[src/rtl/bsg_manycore_link_to_axil_pkg.sv]
// bsg_manycore_link_to_axil_pkg: shared constants and types for the host-to-manycore link path
package bsg_manycore_link_to_axil_pkg;
  localparam int mcl_fifo_width_gp = 128;
  localparam int host_req_els_gp = 2;
  typedef enum logic {idle_s, lock_s} host_req_state_e;
endpackage

[src/rtl/bsg_mcl_rr_pick.sv]
// bsg_mcl_rr_pick: rotate-priority picker, first request above last_i wins, wrapping
module bsg_mcl_rr_pick #(
  parameter int els_p = 2,
  parameter int lg_els_p = 1
) (
  input  logic [els_p-1:0]    req_i,
  input  logic [lg_els_p-1:0] last_i,
  output logic [els_p-1:0]    grant_oh_o,
  output logic [lg_els_p-1:0] idx_o,
  output logic                any_o
);
  always_comb begin
    grant_oh_o = '0;
    idx_o = '0;
    any_o = 1'b0;
    for (int k = 1; k <= els_p; k++) begin
      for (int j = 0; j < els_p; j++) begin
        if (!any_o && req_i[j] && j == (int'(last_i) + k) % els_p) begin
          any_o = 1'b1;
          idx_o = lg_els_p'(j);
          grant_oh_o[j] = 1'b1;
        end
      end
    end
  end
endmodule

[src/rtl/bsg_mcl_host_req_sched.sv]
// bsg_mcl_host_req_sched: packet-atomic round-robin scheduler for the host request stream with credit throttling
module bsg_mcl_host_req_sched
  import bsg_manycore_link_to_axil_pkg::*;
#(
  parameter int num_req_p = host_req_els_gp,
  parameter int beats_per_pkt_p = mcl_fifo_width_gp / 32,
  parameter int max_inflight_p = 4,
  localparam int lg_req_lp = (num_req_p > 1) ? $clog2(num_req_p) : 1,
  localparam int beat_w_lp = (beats_per_pkt_p > 1) ? $clog2(beats_per_pkt_p) : 1,
  localparam int inflight_w_lp = $clog2(max_inflight_p + 1)
) (
  input  logic                       clk_i,
  input  logic                       reset_i,
  input  logic [num_req_p-1:0]       req_v_i,
  input  logic [num_req_p-1:0][31:0] req_data_i,
  output logic [num_req_p-1:0]       req_ready_o,
  output logic                       v_o,
  output logic [31:0]                data_o,
  input  logic                       ready_i,
  input  logic [31:0]                out_credits_i,
  input  logic                       pkt_sent_i,
  output logic [lg_req_lp-1:0]       grant_id_o,
  output logic                       busy_o
);
  host_req_state_e state_q, state_d;
  logic [beat_w_lp-1:0] beat_q, beat_d;
  logic [inflight_w_lp-1:0] inflight_q, inflight_d;
  logic [lg_req_lp-1:0] grant_q, grant_d, last_q, last_d, pick_idx;
  logic [num_req_p-1:0] sel_q, sel_d, pick_oh;
  logic pick_any, lock, hs, last_beat, eligible, start, dec;

  bsg_mcl_rr_pick #(.els_p(num_req_p), .lg_els_p(lg_req_lp)) pick (
    .req_i(req_v_i),
    .last_i(last_q),
    .grant_oh_o(pick_oh),
    .idx_o(pick_idx),
    .any_o(pick_any)
  );

  always_comb begin
    lock = state_q == lock_s;
    v_o = lock & |(sel_q & req_v_i);
    data_o = lock ? req_data_i[grant_q] : '0;
    req_ready_o = lock ? sel_q & {num_req_p{ready_i}} : '0;
    busy_o = lock;
    grant_id_o = grant_q;
    hs = v_o & ready_i;
    last_beat = hs && beat_q == beat_w_lp'(beats_per_pkt_p - 1);
    eligible = out_credits_i > 32'(inflight_q) && inflight_q < inflight_w_lp'(max_inflight_p);
    start = !lock && eligible && pick_any;
    dec = pkt_sent_i && inflight_q != '0;
    state_d = start ? lock_s : last_beat ? idle_s : state_q;
    beat_d = last_beat ? '0 : hs ? beat_q + 1'b1 : beat_q;
    inflight_d = inflight_q + inflight_w_lp'(last_beat) - inflight_w_lp'(dec);
    grant_d = start ? pick_idx : grant_q;
    sel_d = start ? pick_oh : sel_q;
    last_d = last_beat ? grant_q : last_q;
  end

  always_ff @(posedge clk_i) begin
    if (reset_i) begin
      state_q <= idle_s;
      beat_q <= '0;
      inflight_q <= '0;
      grant_q <= '0;
      sel_q <= num_req_p'(1);
      last_q <= lg_req_lp'(num_req_p - 1);
    end else begin
      state_q <= state_d;
      beat_q <= beat_d;
      inflight_q <= inflight_d;
      grant_q <= grant_d;
      sel_q <= sel_d;
      last_q <= last_d;
    end
  end

  assert property (@(posedge clk_i) disable iff (reset_i) !(pkt_sent_i && inflight_q == '0));
endmodule

[config.mk]
export PLATFORM = sky130hd
export DESIGN_NAME = bsg_mcl_host_req_sched
export DESIGN_NICKNAME = d
export VERILOG_FILES = /design/src/rtl/bsg_manycore_link_to_axil_pkg.sv /design/src/rtl/bsg_mcl_rr_pick.sv /design/src/rtl/bsg_mcl_host_req_sched.sv
export SDC_FILE = /design/constraint.sdc
export NUM_CORES = 1
export LEC_CHECK = 0
export BUFFER_PORTS_ARGS = -buffer_cell sky130_fd_sc_hd__clkbuf_2
export CORE_ASPECT_RATIO = 1.1
export CORE_MARGIN = 3
export CORE_UTILIZATION = 35
export CTS_BUF_LIST = sky130_fd_sc_hd__clkbuf_4 sky130_fd_sc_hd__clkbuf_8
export DETAILED_ROUTE_END_ITERATION = 7
export GPL_TIMING_DRIVEN = 0
export HOLD_SLACK_MARGIN = 0.06
export PLACE_DENSITY = 0.84
export SYNTH_ARGS = -nofsm -noshare
export SYNTH_HDL_FRONTEND = slang
export SYNTH_SLANG_ARGS = --single-unit
[constraint.sdc]
create_clock -name clk_i -period 2.6 [get_ports clk_i]
set_input_delay 0.13 -clock clk_i [delete_from_list [all_inputs] [get_ports clk_i]]
set_output_delay 0.13 -clock clk_i [all_outputs]
set_load 0.02 [all_outputs]
-- Yosys cells after proc, flatten, opt, wreduce, memory -nomap -nowiden
Cells that the tools add are included.
- flip-flop bits (word level): 10
- add/subtract/negate cells: 5
- reductions and logical operators: 22
- bitwise gates (word level): 6
- $lt $le $gt $ge: 3
- equal/unequal tests: 3
- mux-type cells: 15
- operators by type and width (kind ; number):
    $mux W32 ; 3
    $logic_not A32 Y1 ; 2
    $gt A32 B3 Y1 ; 1
    $logic_and A1 B1 Y1 ; 12
    $mux W1 ; 11
    $and A2 B2 Y2 ; 2
    $eq A2 B2 Y1 const A ; 2
    $logic_not A1 Y1 ; 4
    $reduce_or A2 Y1 ; 2
    $add A3 B1 Y3 ; 1
    $lt A3 B3 Y1 const B ; 1
    $reduce_bool A3 Y1 ; 1
    $sub A3 B1 Y3 ; 1
    $add A1 B1 Y1 const B ; 2
    $add A2 B1 Y2 const B ; 1
    $and A1 B1 Y1 ; 2
    $and A1 B1 Y1 const A ; 2
    $eq A2 B2 Y1 const B ; 1
    $lt A1 B2 Y1 const B ; 1
    $mux W2 ; 1
    $reduce_bool A2 Y1 ; 1

-- Depth between registers and ports, before layout
Gate-level depths: netlist (run 1).
- word-level depth: 19
- gate-level depth with buffers: 11
- gate-level depth less buffers: 11

-- Cells and area by module
From an unflattened synthesis (run 1), not the netlist that was laid out.
- cell total of the unflattened synthesis: 149
- area, all modules: 1224.9 µm²
- by module, submodules not included (module ; cells an instance ; times used ; seq. area each (µm²) ; area an instance (µm²)):
    bsg_mcl_host_req_sched ; 144 ; 1 ; 200.2 ; 1192.4
    bsg_mcl_rr_pick ; 5 ; 1 ; 0.0 ; 32.5

-- Worst setup path after synthesis (run 1)
OpenSTA, ideal clock, no wires.
- kind: reg-to-reg
- start: register state_q (netlist: busy_o)
- end: register inflight_q[2]
- required time: 2.476 ns
- stages on the path, launching flop included: 12
- arrival time: 2.577 ns
- path buffers: 1
- setup slack: -0.101 ns
- setup time: 0.124 ns
- cell sequence: dfxtp_1 clkbuf_1 nor2b_1 nand3_1 ha_1 inv_1 ha_1 inv_1 fa_1 xnor2_1 xnor2_1 nor2_1
- longest elaborated chain between the ends: 5
- RTL lines (item ; RTL line ; text):
    start, declared ; bsg_mcl_host_req_sched.sv:25 ; host_req_state_e state_q, state_d;
    start signal, assigned ; bsg_mcl_host_req_sched.sv:62 ; state_q <= idle_s;
    start signal, assigned ; bsg_mcl_host_req_sched.sv:69 ; state_q <= state_d;
    $and A1 B1 Y1 ; bsg_mcl_host_req_sched.sv:42 ; v_o = lock & |(sel_q & req_v_i);
    net v_o ; bsg_mcl_host_req_sched.sv:17 ; output logic v_o,
    $and A1 B1 Y1 ; bsg_mcl_host_req_sched.sv:47 ; hs = v_o & ready_i;
    $logic_and A1 B1 Y1 ; bsg_mcl_host_req_sched.sv:48 ; last_beat = hs && beat_q == beat_w_lp'(beats_per_pkt_p - 1);
    $add A3 B1 Y3 ; bsg_mcl_host_req_sched.sv:54 ; inflight_d = inflight_q + inflight_w_lp'(last_beat) - inflight_w_lp'(dec);
    $sub A3 B1 Y3 ; bsg_mcl_host_req_sched.sv:54 ;
    end signal, assigned ; bsg_mcl_host_req_sched.sv:71 ; inflight_q <= inflight_d;
    end, declared ; bsg_mcl_host_req_sched.sv:27 ; logic [inflight_w_lp-1:0] inflight_q, inflight_d;
The timed path passes the listed nets, and every way through them passes these cells.
A chain may end at the register's enable or synchronous reset.

-- Final worst setup path (run 1)
- start: register state_q (netlist: busy_o)
- end: register inflight_q[2]
- longest elaborated chain between the ends: 5
- RTL lines (item ; RTL line):
    $and A1 B1 Y1 ; bsg_mcl_host_req_sched.sv:42
    $and A1 B1 Y1 ; bsg_mcl_host_req_sched.sv:47
    $logic_and A1 B1 Y1 ; bsg_mcl_host_req_sched.sv:48
    $add A3 B1 Y3 ; bsg_mcl_host_req_sched.sv:54
    $sub A3 B1 Y3 ; bsg_mcl_host_req_sched.sv:54
Every way passes these cells.

==> reports/summary.txt, run 1 <==
leak pwr: 0.00105 uW
wire length of the first global-routing pass: 5780 um
sum of overflow across all layers after global routing: 0
synthesized net count: 251
fraction of layout cells with a size suffix above 1: 53.5%
number of standard-cell rows in the floorplan: 21
Net Switching: 420 uW
Max-Cap Viols: 0
unrepaired setup endpoints after global routing: false
Die Outline Area: 4150 sq um
proportion of synthesized chip area in sequential cells: 16.8%
antenna violations before repair: 0
Avg Vias per Cell: 4.98
syn avg cell area: 8.41 sq um
final hold viol count: 0
Min-Delay Path Class: input port to flip-flop
Detail Route Antenna Nets: 0
placeable core region: 3150 sq um
largest net degree at the start of global routing: 11
count of nets after finishing: 392
detailed-router iteration count before antenna repair: 2
clock group share of total power: 14.4%
total standard cell area after synthesis: 1190 sq um
Max FO, Critical Path: 11
final-report max-slew violation count: 0
CTS tree: done
Wirelength per Cell: 12.8 um
fraction of power consumed by sequential logic: 22.3%
number of distinct library cell variants in the gate-level netlist after synthesis: 33
cell types occupying the most area after synthesis: mux2i_1 28%, nor2b_1 18%, dfxtp_1 17%
die extent in y: 67.3 um
buffer count from post-CTS setup fixing: 0
Worst IR Drop VDD: 0.265 mV
Total Wirelength: 4060 um
delay-heaviest family, CP: adder cells
Reg clk slew, reported paths: 70 ps
Layout Area Growth over Synthesis: 64.0%
synthesized flop and latch total: 10
transition time of the tightest slew-check pin: 379 ps
number of vias after detailed routing: 1574
maximum count of clock buffers along a single path: 2
number of sinks driven by the clock tree: 10
I/O pin count: 139
status: finished, final reports clean
clock period minus final worst setup slack: 2270 ps
number of global-route vias before repair: 1457
Synth Instances: 142
chain of cells forming the critical path: nor2b_2, nand3_1, ha_1, inv_1, ha_1, inv_1, fa_1, xnor2_1, xnor2_1, nor2_1
port buffer count: 137
relative slew slack: 74.8%
area of placed instances: 1930 sq um
combinational cell fraction of total power: 63.3%
Pwr per Cell Area: 498 nW/um^2
startpoint type of the worst setup path: flip-flop
final non-filler cell area: 1960 sq um
Int Power: 555 uW
number of buffers and inverters on the critical path: 2
number of levels in the clock H-tree: 1
DRT iter0 DRCs: 38
largest stage delay on the critical path: 430 ps
cell at the root of the clock tree: clkbuf_4
worst setup path class: flip-flop to flip-flop
GPL Wtd Cong: 0.744
total of fill cells in the finished design: 306
Setup crit end kind: flip-flop
total power of the final layout: 975 uW
Switching Fraction: 43.1%
critical path required time: 2750 ps
setup clock skew after layout: 6.25 ps
data arrival at the endpoint of the critical path: 2420 ps
period utilisation layout: 87.2%
width of the chip: 61.7 um
count of warnings emitted by yosys: 0
summed negative setup slack over all endpoints: 0 ps
top cell type's share of synthesized area: 27.6%
placed wire-length estimate: 3620 um
Remaining DRCs: 0
total inserted antenna cells: 0
initial standard-cell utilization of the core: 37.9%
setup-violating endpoint count in the final report: 0
cell type contributing the most total cell area after synthesis: mux2i_1
Critical Path Slowest Stage Cell: dfxtp_2
GRT Resource Usage Total: 18.0%
clock network latency to the later pin of the worst-skew pair: 270 ps
maximum operating frequency: 441 MHz
number of buffers added by the clock tree synthesis step: 3
[state kept, by name, summed over array words and instances, names as in the netlist]
signal      cells
beat_q          2
sel_q           2
last_q          1
busy_o          1
grant_id_o      1
inflight_q      3
[cell usage in the layout (no fill, tap or decap), drive strengths merged]
master,instances
nor3,2
o31a,2
nand4,1
mux2i,33
a22oi,1
nor2,3
o211a,1
a32oi,1
clkbuf,146
xnor2,2
nand4b,1
nand3,1
o2111ai,1
nor2b,35
o21ai,3
a21oi,3
nor4,5
nand2,7
or4,1
fa,1
a21boi,1
buf,3
o221ai,1
dfxtp,10
or3,1
ha,6
and3,2
inv,7
and4,1
[synthesized netlist by cell type]
| library cell | n |
|---|---|
| nor2b_1 | 35 |
| mux2i_1 | 33 |
| dfxtp_1 | 10 |
| inv_1 | 7 |
| nand2_1 | 7 |
| clkbuf_1 | 6 |
| ha_1 | 6 |
| a21oi_1 | 3 |
| buf_2 | 3 |
| nor2_1 | 3 |
| nor4_1 | 3 |
| and3_1 | 2 |
| o21ai_1 | 2 |
| o31a_1 | 2 |
| xnor2_1 | 2 |
| a21boi_0 | 1 |
| a22oi_1 | 1 |
| a32oi_1 | 1 |
| and4_1 | 1 |
| fa_1 | 1 |
| nand3_1 | 1 |
| nand4_2 | 1 |
| nand4b_1 | 1 |
| nor3_1 | 1 |
| nor3_2 | 1 |
| nor4_2 | 1 |
| nor4_4 | 1 |
| o2111ai_1 | 1 |
| o211a_1 | 1 |
| o21ai_0 | 1 |
| o221ai_1 | 1 |
| or3_1 | 1 |
| or4_4 | 1 |
[timing repair]
action | 4_1_cts | 5_1_grt
hold buffers | 0 | 0
endpoints found under the setup margin | 0 | 1
gates resized for setup | 0 | 1
[layer usage]
layer / up-vias / global-route usage [%] / wire length, um
met5: - / 0 / 0
met4: 0 / 4.24 / 38
met3: 4 / 3.82 / 401
met2: 87 / 37.8 / 2340
met1: 705 / 16.5 / 1280
li1: 778 / - / -
[power by group through the flow]
stage | sequential [uW] | clock, uW | combinational (uW)
after CTS | 209 | 144 | 637
after floorplan | 212 | 0 | 414
after global placement | 211 | 0 | 614
after global routing | 221 | 151 | 687
final | 218 | 140 | 617
after detailed placement | 213 | 0 | 631
[worst paths after layout]
kind / end / slack [ps] / start / cells after the start
setup / recovery: inflight_q[2] / 330 / busy_o / 10
hold / removal: beat_q[1] / 160 / ready_i / 3
setup reg to reg: inflight_q[2] / 330 / busy_o / 10
hold reg to reg: beat_q[1] / 460 / beat_q[1] / 2
[per-stage QoR]
| step | setup WS (ps) | util (%) | instances | hold WS (ps) |
|---|---|---|---|---|
| 5_1_grt | 80.2 | 62.1 | 316 | 172 |
| 3_5_place_dp | 45.4 | 61.1 | 313 | 443 |
| 6_report | 332 | 62.1 | 316 | 164 |
| 2_1_floorplan | 59.1 | - | 142 | 298 |
| 3_3_place_gp | 95.0 | 61.1 | 313 | 437 |
| 4_1_cts | 23.4 | 62.2 | 317 | 161 |
[tightest hold or removal path, delay by kind of cell]
kind                   cells  cell delay, ps
and+or+nand+nor            1              80
AOI/OAI and AO/OA          1              60
buffers and inverters      1             110
[cells by family (layout without fill, tap and decap cells)]
logic type / after synthesis / in the layout / synth area share, %
and+or+nand+nor: 60 / 60 / 32.6
muxes: 33 / 33 / 27.6
buffers and inverters: 16 / 156 / 5.34
AOI/OAI and AO/OA: 14 / 14 / 8.27
DFF: 10 / 10 / 16.8
adders and majority gates: 7 / 7 / 7.96
xor gates and xnor gates: 2 / 2 / 1.47
[layout make-up]
type                       instances  area [sq um]  share of cell area [%]
tap                               34          42.5                    2.17
inverter                           7          26.3                    1.34
buffer                             8          33.8                    1.72
multi-input combinational        116           933                    47.6
timing repair buffer             137           686                    35.0
sequential                        10           201                    10.3
clock buffer                       4          36.3                    1.85
Power figures use the tool's default switching activity.
==> run 2, diff against run 1 <==
--- a/config.mk
+++ b/config.mk
@@ -8,12 +8,12 @@
 export BUFFER_PORTS_ARGS = -buffer_cell sky130_fd_sc_hd__clkbuf_2
 export CORE_ASPECT_RATIO = 1.1
 export CORE_MARGIN = 3
-export CORE_UTILIZATION = 35
+export CORE_UTILIZATION = 37
 export CTS_BUF_LIST = sky130_fd_sc_hd__clkbuf_4 sky130_fd_sc_hd__clkbuf_8
 export DETAILED_ROUTE_END_ITERATION = 7
 export GPL_TIMING_DRIVEN = 0
 export HOLD_SLACK_MARGIN = 0.06
-export PLACE_DENSITY = 0.84
+export PLACE_DENSITY = 0.88
 export SYNTH_ARGS = -nofsm -noshare
 export SYNTH_HDL_FRONTEND = slang
 export SYNTH_SLANG_ARGS = --single-unit
==> constraint.sdc (replaced) <==
create_clock -name clk_i -period 2.7 [get_ports clk_i]
set_input_delay 0.135 -clock clk_i [delete_from_list [all_inputs] [get_ports clk_i]]
set_output_delay 0.135 -clock clk_i [all_outputs]
set_load 0.02 [all_outputs]
==> reports/summary.txt, run 2 (synthesis gave the netlist of run 1 again) <==
Net Switching: 404 uW (-3.8%)
Avg Vias per Cell: 4.90 (-1.7%)
CTS tree: done
maximum count of clock buffers along a single path: 2 (unchanged)
Setup crit end kind: flip-flop
period utilisation layout: 88.8% (+1.6 points)
fraction of power consumed by sequential logic: 22.2% (about the same)
startpoint of the most critical hold path: ready_i
register ranked first by flip-flop count: inflight_q
Critical Path Slowest Stage Cell: dfxtp_1
slack of the worst reg-to-reg path: 300 ps (-30 ps)
sum of overflow across all layers after global routing: 0 (unchanged)
buffer count from post-CTS setup fixing: 0 (unchanged)
GRT Resource Usage Total: 20.2% (+2.2 points)
Int Power: 533 uW (-4.0%)
Switching Fraction: 43.1% (+0.048 points)
most frequent cells in the layout: 137 x clkbuf_2, 34 x nor2b_1, 33 x mux2i_1
number of buffers added by the clock tree synthesis step: 3 (unchanged)
Gates resized, CTS repair: 0 (unchanged)
summed negative setup slack over all endpoints: 0 ps (unchanged)
status: finished, final reports clean
wire length of the first global-routing pass: 6100 um (+5.6%)
count of nets after finishing: 392 (unchanged)
Worst IR Drop VDD: 0.404 mV (+52%)
Regs by FF count: inflight_q (3), beat_q (2), sel_q (2)
Max FO, Critical Path: 11 (unchanged)
Remaining DRCs: 0 (unchanged)
detailed-router iteration count before antenna repair: 4 (+2)
clock group share of total power: 14.4% (about the same)
initial standard-cell utilization of the core: 38.9% (+0.97 points)
number of global-route vias before repair: 1478 (+1.4%)
Total Wirelength: 4050 um (-0.20%)
clock period minus final worst setup slack: 2400 ps (+130 ps)
Pwr per Cell Area: 479 nW/um^2 (-3.9%)
port buffer count: 137 (unchanged)
total inserted antenna cells: 0 (unchanged)
transition time of the tightest slew-check pin: 369 ps (-9.96 ps)
GR Layer Usage met3: 4.13% (+0.30 points)
Critical Path Source: busy_o
filler-free cell count of the finished design: 316 (unchanged)
number of sinks driven by the clock tree: 10 (unchanged)
commonest non-fill, non-tap cell in the layout: clkbuf_2
area of all sequential standard cells: 200 sq um (-0.62%)
fraction of layout cells with a size suffix above 1: 53.2% (-0.35 points)
clock network latency to the later pin of the worst-skew pair: 270 ps (about the same)
final non-filler cell area: 1960 sq um (about the same)
final-report max-slew violation count: 0 (unchanged)
largest net degree at the start of global routing: 11 (unchanged)
met1 demand-to-capacity share in global routing: 21.1% (+4.6 points)
total of fill cells in the finished design: 292 (-4.6%)
number of flip-flops under the largest register name: 3 (unchanged)
number of vias after detailed routing: 1547 (-1.7%)
Layout Area Growth over Synthesis: 63.9% (about the same)
delay-heaviest family, CP: adder cells
Reg clk slew, reported paths: 70 ps (about the same)
worst setup path class: flip-flop to flip-flop
layer with the highest usage after global routing: met2
critical path required time: 2840 ps (+90 ps)
relative slew slack: 75.4% (+0.66 points)
setup clock skew after layout: 7.63 ps (+1.38 ps)
number of levels in the clock H-tree: 1 (unchanged)
placed wire-length estimate: 3610 um (-0.36%)
number of standard-cell rows in the floorplan: 21 (unchanged)
Max-Cap Viols: 0 (unchanged)
final hold viol count: 0 (unchanged)
combinational cell fraction of total power: 63.4% (about the same)
Wirelength per Cell: 12.8 um (-0.20%)
Reg-to-Reg End: inflight_q[2]
antenna violations before repair: 0 (unchanged)
Hold Crit Depth: 3 (unchanged)
width of the chip: 60.2 um (-2.5%)
number of cells in the design after placement: 313 (unchanged)
largest stage delay on the critical path: 500 ps (+70 ps)
Min-Delay Path Class: input port to flip-flop
maximum operating frequency: 417 MHz (-5.4%)
I/O pin count: 139 (unchanged)
area of placed instances: 1930 sq um (unchanged)
area of the multi-input gates: 933 sq um (unchanged)
unrepaired setup endpoints after global routing: false
cts-stage hold buffer count: 0 (unchanged)
chain of cells forming the critical path: nor2b_2, nand3_1, ha_1, inv_1, ha_1, inv_1, fa_1, xnor2_1, xnor2_1, nor2_1
data arrival at the endpoint of the critical path: 2540 ps (+120 ps)
DRT iter0 DRCs: 31 (-18%)
die extent in y: 65.6 um (-2.5%)
Global Route met2 Usage: 37.7% (-0.12 points)
leak pwr: 0.00105 uW (about the same)
number of buffers and inverters on the critical path: 2 (unchanged)
depth of the worst register-to-register path: 10 (unchanged)
worst flop-to-flop path startpoint: busy_o
Die Outline Area: 3950 sq um (-4.9%)
placeable core region: 3070 sq um (-2.5%)
Detail Route Antenna Nets: 0 (unchanged)
GPL Wtd Cong: 0.757 (+1.7%)
setup-violating endpoint count in the final report: 0 (unchanged)
startpoint type of the worst setup path: flip-flop
Worst Hold Path EP: beat_q[1]
cell at the root of the clock tree: clkbuf_4
[run 2: changes by cell type in the layout (fill, tap and decap cells not counted)]
| cell | delta |
|---|---|
| dfxtp_1 | +1 |
| dfxtp_2 | -1 |
[run 2: stage by stage]
stage	setup WS [ps]	power, uW	hold slack, ps	utilization, %
3_3_place_gp	219	792	444	62.6
5_1_grt	108	1020	190	63.7
6_report	302	937	181	63.7
3_5_place_dp	151	811	461	62.6
4_1_cts	112	950	177	63.8
2_1_floorplan	159	603	303	-
[run 2: worst max-delay path by stage]
stage | to | slack [ps] | cells past startpoint
3_5_place_dp | inflight_q[2] | 150 | 11
2_1_floorplan | inflight_q[2] | 160 | 11
6_report | inflight_q[2] | 300 | 10
3_3_place_gp | inflight_q[2] | 220 | 11
4_1_cts | inflight_q[2] | 110 | 11
5_1_grt | inflight_q[2] | 110 | 10
[run 2: cell type report]
type,instances,area share (%)
sequential,10,10.2
clock buffer,4,1.85
inverter,7,1.34
timing repair buffer,137,35.0
tap,34,2.17
multi-input combinational,116,47.7
buffer,8,1.73
[run 2: worst register-to-register path: stages (launching register included)]
cell and delay, ps:
dfxtp_1 500, nor2b_2 270, nand3_1 180, ha_1 330, inv_1 50, ha_1 130, inv_1 50, fa_1 370
xnor2_1 180, xnor2_1 150, nor2_1 50
[run 2: per-layer routing]
metal  up-vias  part of all wire (%)
met3         8                   9.3
li1        783                     -
met2        76                    54
met1       680                    35
met4         0                   2.2
met5         -                     0
[run 2: power groups by stage]
stage | sequential (uW) | clock, uW | combinational (uW)
after detailed placement | 204 | 0 | 607
final | 208 | 135 | 594
after global routing | 213 | 150 | 659
after CTS | 201 | 139 | 610
after floorplan | 204 | 0 | 399
after global placement | 202 | 0 | 589
